$ cat src/rtl/switch_endpoint.sv
// ==========================================================================
// switch_endpoint : TX/RX FIFO endpoint for one switch port (valid/ack)
// rev 1.0
// ==========================================================================
`default_nettype none

module switch_endpoint #(
   parameter int DW    = 4,
   parameter int AW    = 2,
   parameter int DEPTH = 4,
   parameter int CW    = 8
) (
   input  logic          clk_i,
   input  logic          rst_i,
   // local TX side
   input  logic          tx_wr,
   input  logic [AW-1:0] tx_adr,
   input  logic [DW-1:0] tx_dat,
   output logic          tx_full,
   // switch TX side
   output logic [AW-1:0] adr_i,
   output logic [DW-1:0] dat_i,
   output logic          validtx,
   input  logic          acktx,
   // switch RX side
   input  logic          validrx,
   input  logic [AW-1:0] rx_adr_i,
   input  logic [DW-1:0] rx_dat_i,
   output logic          ackrx,
   // local RX side
   input  logic          rx_rd,
   output logic [AW-1:0] rx_adr,
   output logic [DW-1:0] rx_dat,
   output logic          rx_empty,
   // status
   output logic          err_ovf,
   output logic          err_udf,
   output logic          tx_stall,
   output logic [CW-1:0] tx_cnt,
   output logic [CW-1:0] rx_cnt
);

   localparam int            PW        = $clog2(DEPTH);
   localparam int            WW        = AW + DW;
   localparam logic [PW:0]   FULL_CNT  = (PW+1)'(DEPTH);
   localparam logic [PW:0]   CNT_ONE   = (PW+1)'(1);
   localparam logic [PW-1:0] PTR_ONE   = PW'(1);
   localparam logic [CW-1:0] CW_ONE    = CW'(1);
   localparam logic [CW-1:0] STALL_MAX = '1;

   // ---------------------------------------------------------------- TX FIFO
   logic [WW-1:0] tx_mem [DEPTH];
   logic [PW-1:0] tx_wp;
   logic [PW-1:0] tx_rp;
   logic [PW:0]   tx_count;
   logic [PW:0]   tx_count_nxt;
   logic          tx_push;
   logic          tx_pop;
   logic          tx_drop;
   logic [CW-1:0] stall_tmr;

   assign tx_full = (tx_count == FULL_CNT);
   assign tx_pop  = validtx & acktx;
   // A pop in the same cycle frees the head slot, so a push at full still fits.
   assign tx_push = tx_wr & (~tx_full | tx_pop);
   assign tx_drop = tx_wr & ~tx_push;

   assign {adr_i, dat_i} = tx_mem[tx_rp];

   always_comb begin
      tx_count_nxt = tx_count;
      if (tx_push && !tx_pop)
         tx_count_nxt = tx_count + CNT_ONE;
      else if (tx_pop && !tx_push)
         tx_count_nxt = tx_count - CNT_ONE;
   end

   always_ff @(posedge clk_i) begin
      if (tx_push)
         tx_mem[tx_wp] <= {tx_adr, tx_dat};
   end

   always_ff @(posedge clk_i) begin
      if (rst_i) begin
         tx_wp     <= '0;
         tx_rp     <= '0;
         tx_count  <= '0;
         validtx   <= 1'b0;
         tx_cnt    <= '0;
         err_ovf   <= 1'b0;
         stall_tmr <= '0;
         tx_stall  <= 1'b0;
      end else begin
         if (tx_push)
            tx_wp <= tx_wp + PTR_ONE;
         if (tx_pop) begin
            tx_rp  <= tx_rp + PTR_ONE;
            tx_cnt <= tx_cnt + CW_ONE;
         end
         tx_count <= tx_count_nxt;
         validtx  <= (tx_count_nxt != '0);
         if (tx_drop)
            err_ovf <= 1'b1;
         // Timer saturates at its maximum; the flag is sticky until reset.
         if (validtx && !acktx) begin
            if (stall_tmr != STALL_MAX)
               stall_tmr <= stall_tmr + CW_ONE;
            if (stall_tmr == STALL_MAX - CW_ONE)
               tx_stall <= 1'b1;
         end else begin
            stall_tmr <= '0;
         end
      end
   end

   // ---------------------------------------------------------------- RX FIFO
   logic [WW-1:0] rx_mem [DEPTH];
   logic [PW-1:0] rx_wp;
   logic [PW-1:0] rx_rp;
   logic [PW:0]   rx_count;
   logic [PW:0]   rx_count_nxt;
   logic          rx_push;
   logic          rx_pop;

   assign rx_empty = (rx_count == '0);
   assign rx_push  = validrx & ackrx;
   assign rx_pop   = rx_rd & ~rx_empty;

   assign {rx_adr, rx_dat} = rx_mem[rx_rp];

   always_comb begin
      rx_count_nxt = rx_count;
      if (rx_push && !rx_pop)
         rx_count_nxt = rx_count + CNT_ONE;
      else if (rx_pop && !rx_push)
         rx_count_nxt = rx_count - CNT_ONE;
   end

   always_ff @(posedge clk_i) begin
      if (rx_push)
         rx_mem[rx_wp] <= {rx_adr_i, rx_dat_i};
   end

   always_ff @(posedge clk_i) begin
      if (rst_i) begin
         rx_wp    <= '0;
         rx_rp    <= '0;
         rx_count <= '0;
         ackrx    <= 1'b0;
         rx_cnt   <= '0;
         err_udf  <= 1'b0;
      end else begin
         if (rx_push) begin
            rx_wp  <= rx_wp + PTR_ONE;
            rx_cnt <= rx_cnt + CW_ONE;
         end
         if (rx_pop)
            rx_rp <= rx_rp + PTR_ONE;
         rx_count <= rx_count_nxt;
         // Ack looks at the post-edge occupancy, so an accepted word always fits.
         ackrx <= validrx & (rx_count_nxt < FULL_CNT);
         if (rx_rd && rx_empty)
            err_udf <= 1'b1;
      end
   end

endmodule

`default_nettype wire

$ cat config.mk
export PLATFORM = sky130hd
export DESIGN_NAME = switch_endpoint
export DESIGN_NICKNAME = d
export VERILOG_FILES = /design/src/rtl/switch_endpoint.sv
export SDC_FILE = /design/constraint.sdc
export NUM_CORES = 1
export LEC_CHECK = 0
export ABC_AREA = 0
export CAP_MARGIN = 40
export CELL_PAD_IN_SITES_DETAIL_PLACEMENT = 1
export CELL_PAD_IN_SITES_GLOBAL_PLACEMENT = 1
export CORE_MARGIN = 3
export CORE_UTILIZATION = 44
export CTS_CLUSTER_DIAMETER = 100
export DETAILED_ROUTE_END_ITERATION = 8
export PLACE_DENSITY = 0.89
export SLEW_MARGIN = 20
export SYNTH_ARGS = -nofsm -noshare
export SYNTH_HDL_FRONTEND = slang
export SYNTH_SLANG_ARGS = --single-unit
$ cat constraint.sdc
create_clock -name clk_i -period 2.12 [get_ports clk_i]
set_input_delay 0.636 -clock clk_i [delete_from_list [all_inputs] [get_ports clk_i]]
set_output_delay 0.636 -clock clk_i [all_outputs]
set_load 0.01 [all_outputs]
; Yosys cells after proc, flatten, opt, wreduce, memory -nomap -nowiden
; Memory sizes are Yosys's and may differ from the RTL's. A register that Yosys moved wholly into a read port is not among the register bits.
; Index checks and enable logic that the tools add are counted.
[classes]
mux = 12
n_reduce_logical = 15
bitwise = 11
addsub = 11
n_lt_le_gt_ge = 1
eq_ne = 3
[op_table]
columns = op, count
row1 = 8-bit by 1-bit adder with 8-bit output (second input constant), 3
row2 = 3-bit 2-to-1 mux, 4
row3 = 2-bit by 1-bit adder with 2-bit output (second input constant), 4
row4 = 8-bit equality test (second input constant), 1
row5 = 2-bit 2-to-1 mux, 4
row6 = 8-bit != test (second input constant), 1
row7 = 3-bit by 1-bit adder with 3-bit output (second input constant), 2
row8 = 1-bit bitwise AND, 6
row9 = 1-bit logical AND, 6
row10 = 3-bit by 1-bit subtractor with 3-bit output (second input constant), 2
row11 = 1-bit zero test, 5
row12 = 1-bit 2-to-1 mux, 4
row13 = 1-bit inverter, 4
row14 = 3-bit equality test (second input constant), 1
row15 = 3-bit zero test, 1
row16 = 3-bit less-than comparator (second input constant), 1
row17 = 3-bit nonzero test, 1
row18 = 2-bit AND reduction, 1
row19 = 2-bit OR reduction, 1
row20 = 1-bit OR, 1
[totals]
mem_bits_rw = 48
reg_bits = 43
n_memories = 2
output_inout_bits = 35
inputBits = 18
[mem_list]
columns = name, words, width, read_ports, rd_clocked_by_memory_dff, write_ports, line_no
row1 = rx_mem, 4, 6, 1, 1, 1, 117  ; logic [WW-1:0] rx_mem [DEPTH];
row2 = tx_mem, 4, 6, 1, 1, 1, 52  ; logic [WW-1:0] tx_mem [DEPTH];

; Longest topological paths before layout
[depth]
depth_word = 9
mapped_depth = 10
mapped_depth_nobuf = 10

; Worst setup path after synthesis
; OpenSTA, ideal clock, no wires.
[synth_timing]
path_kind = reg-to-output
startpoint = register (tool-made name)
endpoint = output port adr_i[0]
path_stages_with_launch = 3
slack_ns = 0.456
arrival_ns = 1.028
path_cell_list = dfxtp_1 -> buf_2 -> mux4_2
[synth_lines]
columns = item, line_no
row1 = end: declaration, 21  ; output logic [AW-1:0] adr_i,

==> impl_results.md <==
- Status: finished with violations
- Failing checks: setup timing
- Hpwl dp: 6550 um
- CTS Hold Bufs: 0
- Core Area: 8460 sq um
- Min-delay src: err_udf$_SDFFE_PP0P_
- Initial antenna violation count: 0
- Pleak: 1.84 nW
- Fillers: 846
- CTS Buf Count: 9
- Vias in the first global route: 2832
- CTS tree: built
- Slew HR: 72.4%
- Final Hold Viols: 0
- Iteration-0 DRC Markers: 99
- Total GRT Usage: 18.8%
- Post-layout nets: 424
- Worst-path fanout max: 6
- Fmax: 0.470 GHz
- Die Wd: 101 um
- CTS Sinks: 95
- First-pass GRT wire length: 14500 um
- Routed len/inst: 18.3 um
- Final core occ: 58.6%
- Top FF cell, synth: edfxtp_1
- Worst-path clk slew: 90 ps
- Final max-slew violation count: 0
- CP arrival: 1490 ps
- Sequential share of the synthesized area: 60.5%
- Grt ovf: 0
- CTS H-tree lvls: 3
- Pre-Repair DR Iteration Count: 4
- Clk Latency, worst-skew pair: 360 ps
- Crit end category: output port
- Multi-input gate area: 1450 sq um
- Syn nets: 345
- Reg2Reg Depth: 11
- Commonest cells after routing, fill and taps aside: edfxtp_1 (48), dfxtp_1 (40), clkdlybuf4s50_1 (38)
- Die Ht: 101 um
- Max-cap violations: 0
- Peak supply drop: 0.000383 V
- Clk_skew: 10.2 ps
- Distinct cells, synth: 43
- Final period util: 100%
- DRC: 0
- Pin count of the biggest net entering global routing: 38
- PortBufs: 52
- Async SR Flop Fraction: 0%
- Ant diodes: 0
- Worst EP required: 1480 ps
- Die area: 10100 sq um
- Commonest non-fill, non-tap cell in the layout: edfxtp_1
- Final wirelength: 9070 um
- Worst hold slack: 480 ps
- Place WS: -148 ps
- GP Congestion: 0.873
- RSZ-0062 raised after global routing: true
- Final WS setup: -9.72 ps
- Synthesized area per cell: 12.8 sq um
- EDFF count, synth: 48
- Synth Instances: 307
- Flop2flop setup slack: 240 ps
- Hold path depth: 2
- FP Rows: 33
- Post-synthesis cell area: 3940 sq um
- DR vias: 2648
- Hold Crit Class: reg -> reg
- YS warnings: 0
- Crit Path Class: reg -> out
- Fin cells: 496
- RR Endpoint: rx_count[2]$_SDFF_PP0_
- Clk buf depth: 2
- Share of cells above drive strength 1: 19.9%
- FF-to-FF Start: rx_count[0]$_SDFFE_PP0P_
- Final setup viols: 6
- Final min period: 2130 ps
- Flops & latches, synth: 95
- # IOs: 53
- Worst-margin pin slew: 414 ps
- Register Area: 2390 sq um
- Antenna-violating nets left: 0
- Clock Tree Root: clkbuf_8
- Startpoint types: flip-flop
- Pwr/cell area: 877 nW/um^2
- Vias/cell: 5.34
- Starting Density: 46.5%
- Worst Hold End: err_udf$_SDFFE_PP0P_
- Area Overhead vs Synth: 26.0%
- Placed Instances: 479
-- report_power, final --
group          leakage (nW)  internal [mW]  total (mW)  switching [mW]
sequential            0.821           2.06        2.16          0.0990
clock                0.0970          0.582        1.23           0.651
combinational         0.922          0.506       0.957           0.451
-- worst max-delay path, cell delays in order (launching register included) --
cell     delay, ps
dfxtp_2        360
buf_12         130
mux4_2         510
buf_6          140
-- per-layer routing --
metal	track usage (%)	part of all wire [%]
met1	22.1	41
met2	33.3	53
met3	3.53	3.6
met4	7.88	2.3
met5	0	0
-- cell families (layout without fill, tap and decap cells) --
family	after synthesis	in the layout	synth area share, %
mux	14	14	7.37
xor+xnor	25	25	5.56
fa+ha+maj	20	20	6.36
flops	95	95	60.5
simple gates	97	97	12.4
compound gates	31	31	5.05
buf+inv	25	109	2.77
-- repair_timing --
| action | CTS | global route |
|---|---|---|
| endpoints found under the hold margin | 0 | 0 |
| resized for setup | 66 | 8 |
| endpoints found under the setup margin | 14 | 15 |
| buffers inserted | 1 | 0 |
| gates cloned | 0 | 0 |
-- Yosys cell counts, drive strengths merged (3+ instances only) --
cell type	number	area share [%]
edfxtp	48	37
dfxtp	47	24
nor2	35	3.3
ha	20	6.4
nand2	20	2.0
xor2	16	3.6
inv	15	1.4
mux4	12	6.9
a21oi	11	1.4
xnor2	9	2.0
nand4	8	1.3
a211oi	6	1.1
and3	6	0.95
buf	6	0.95
and2	5	0.79
nand3	5	0.64
clkbuf	4	0.38
o21ai	4	0.51
a31oi	3	0.48
and4	3	0.67
nor3	3	0.38
-- flip-flops by register name, summed over array words and instances (netlist names), named ones only --
signal / count
stall_tmr: 8
rx_rp: 2
tx_count: 3
tx_wp: 2
ackrx: 1
rx_mem: 24
validtx: 1
tx_rp: 2
tx_stall: 1
rx_count: 3
tx_mem: 24
err_ovf: 1
err_udf: 1
tx_cnt: 8
rx_wp: 2
rx_cnt: 8
-- area by class of cell --
type	instances	area share, %
flip-flops and latches	95	48.3
well taps	105	2.65
inverters	15	1.14
clock buffers	10	2.77
clock inverters	6	1.34
multi-input cells	187	29.2
repair buffers	78	14.7
-- metrics by stage --
step	area (sq um)	total power, mW	TNS, ps
after global placement	4740	3.05	0
after floorplan	3940	2.66	0
after global routing	4960	4.56	-677
after CTS	4940	4.37	-293
after detailed placement	4740	3.12	-1230
final	4960	4.35	-28.5
-- how the worst max path moves through the flow --
stage / cells after the start / slack, ps / endpoint
after floorplan: 2 / 460 / adr_i[0]
after global placement: 7 / 8 / ackrx$_SDFF_PP0_
after detailed placement: 7 / -150 / rx_count[2]$_SDFF_PP0_
after CTS: 3 / -50 / rx_adr[0]
after global routing: 3 / -80 / rx_dat[3]
final: 3 / -10 / rx_dat[3]
(Power assumes the default switching activity.)
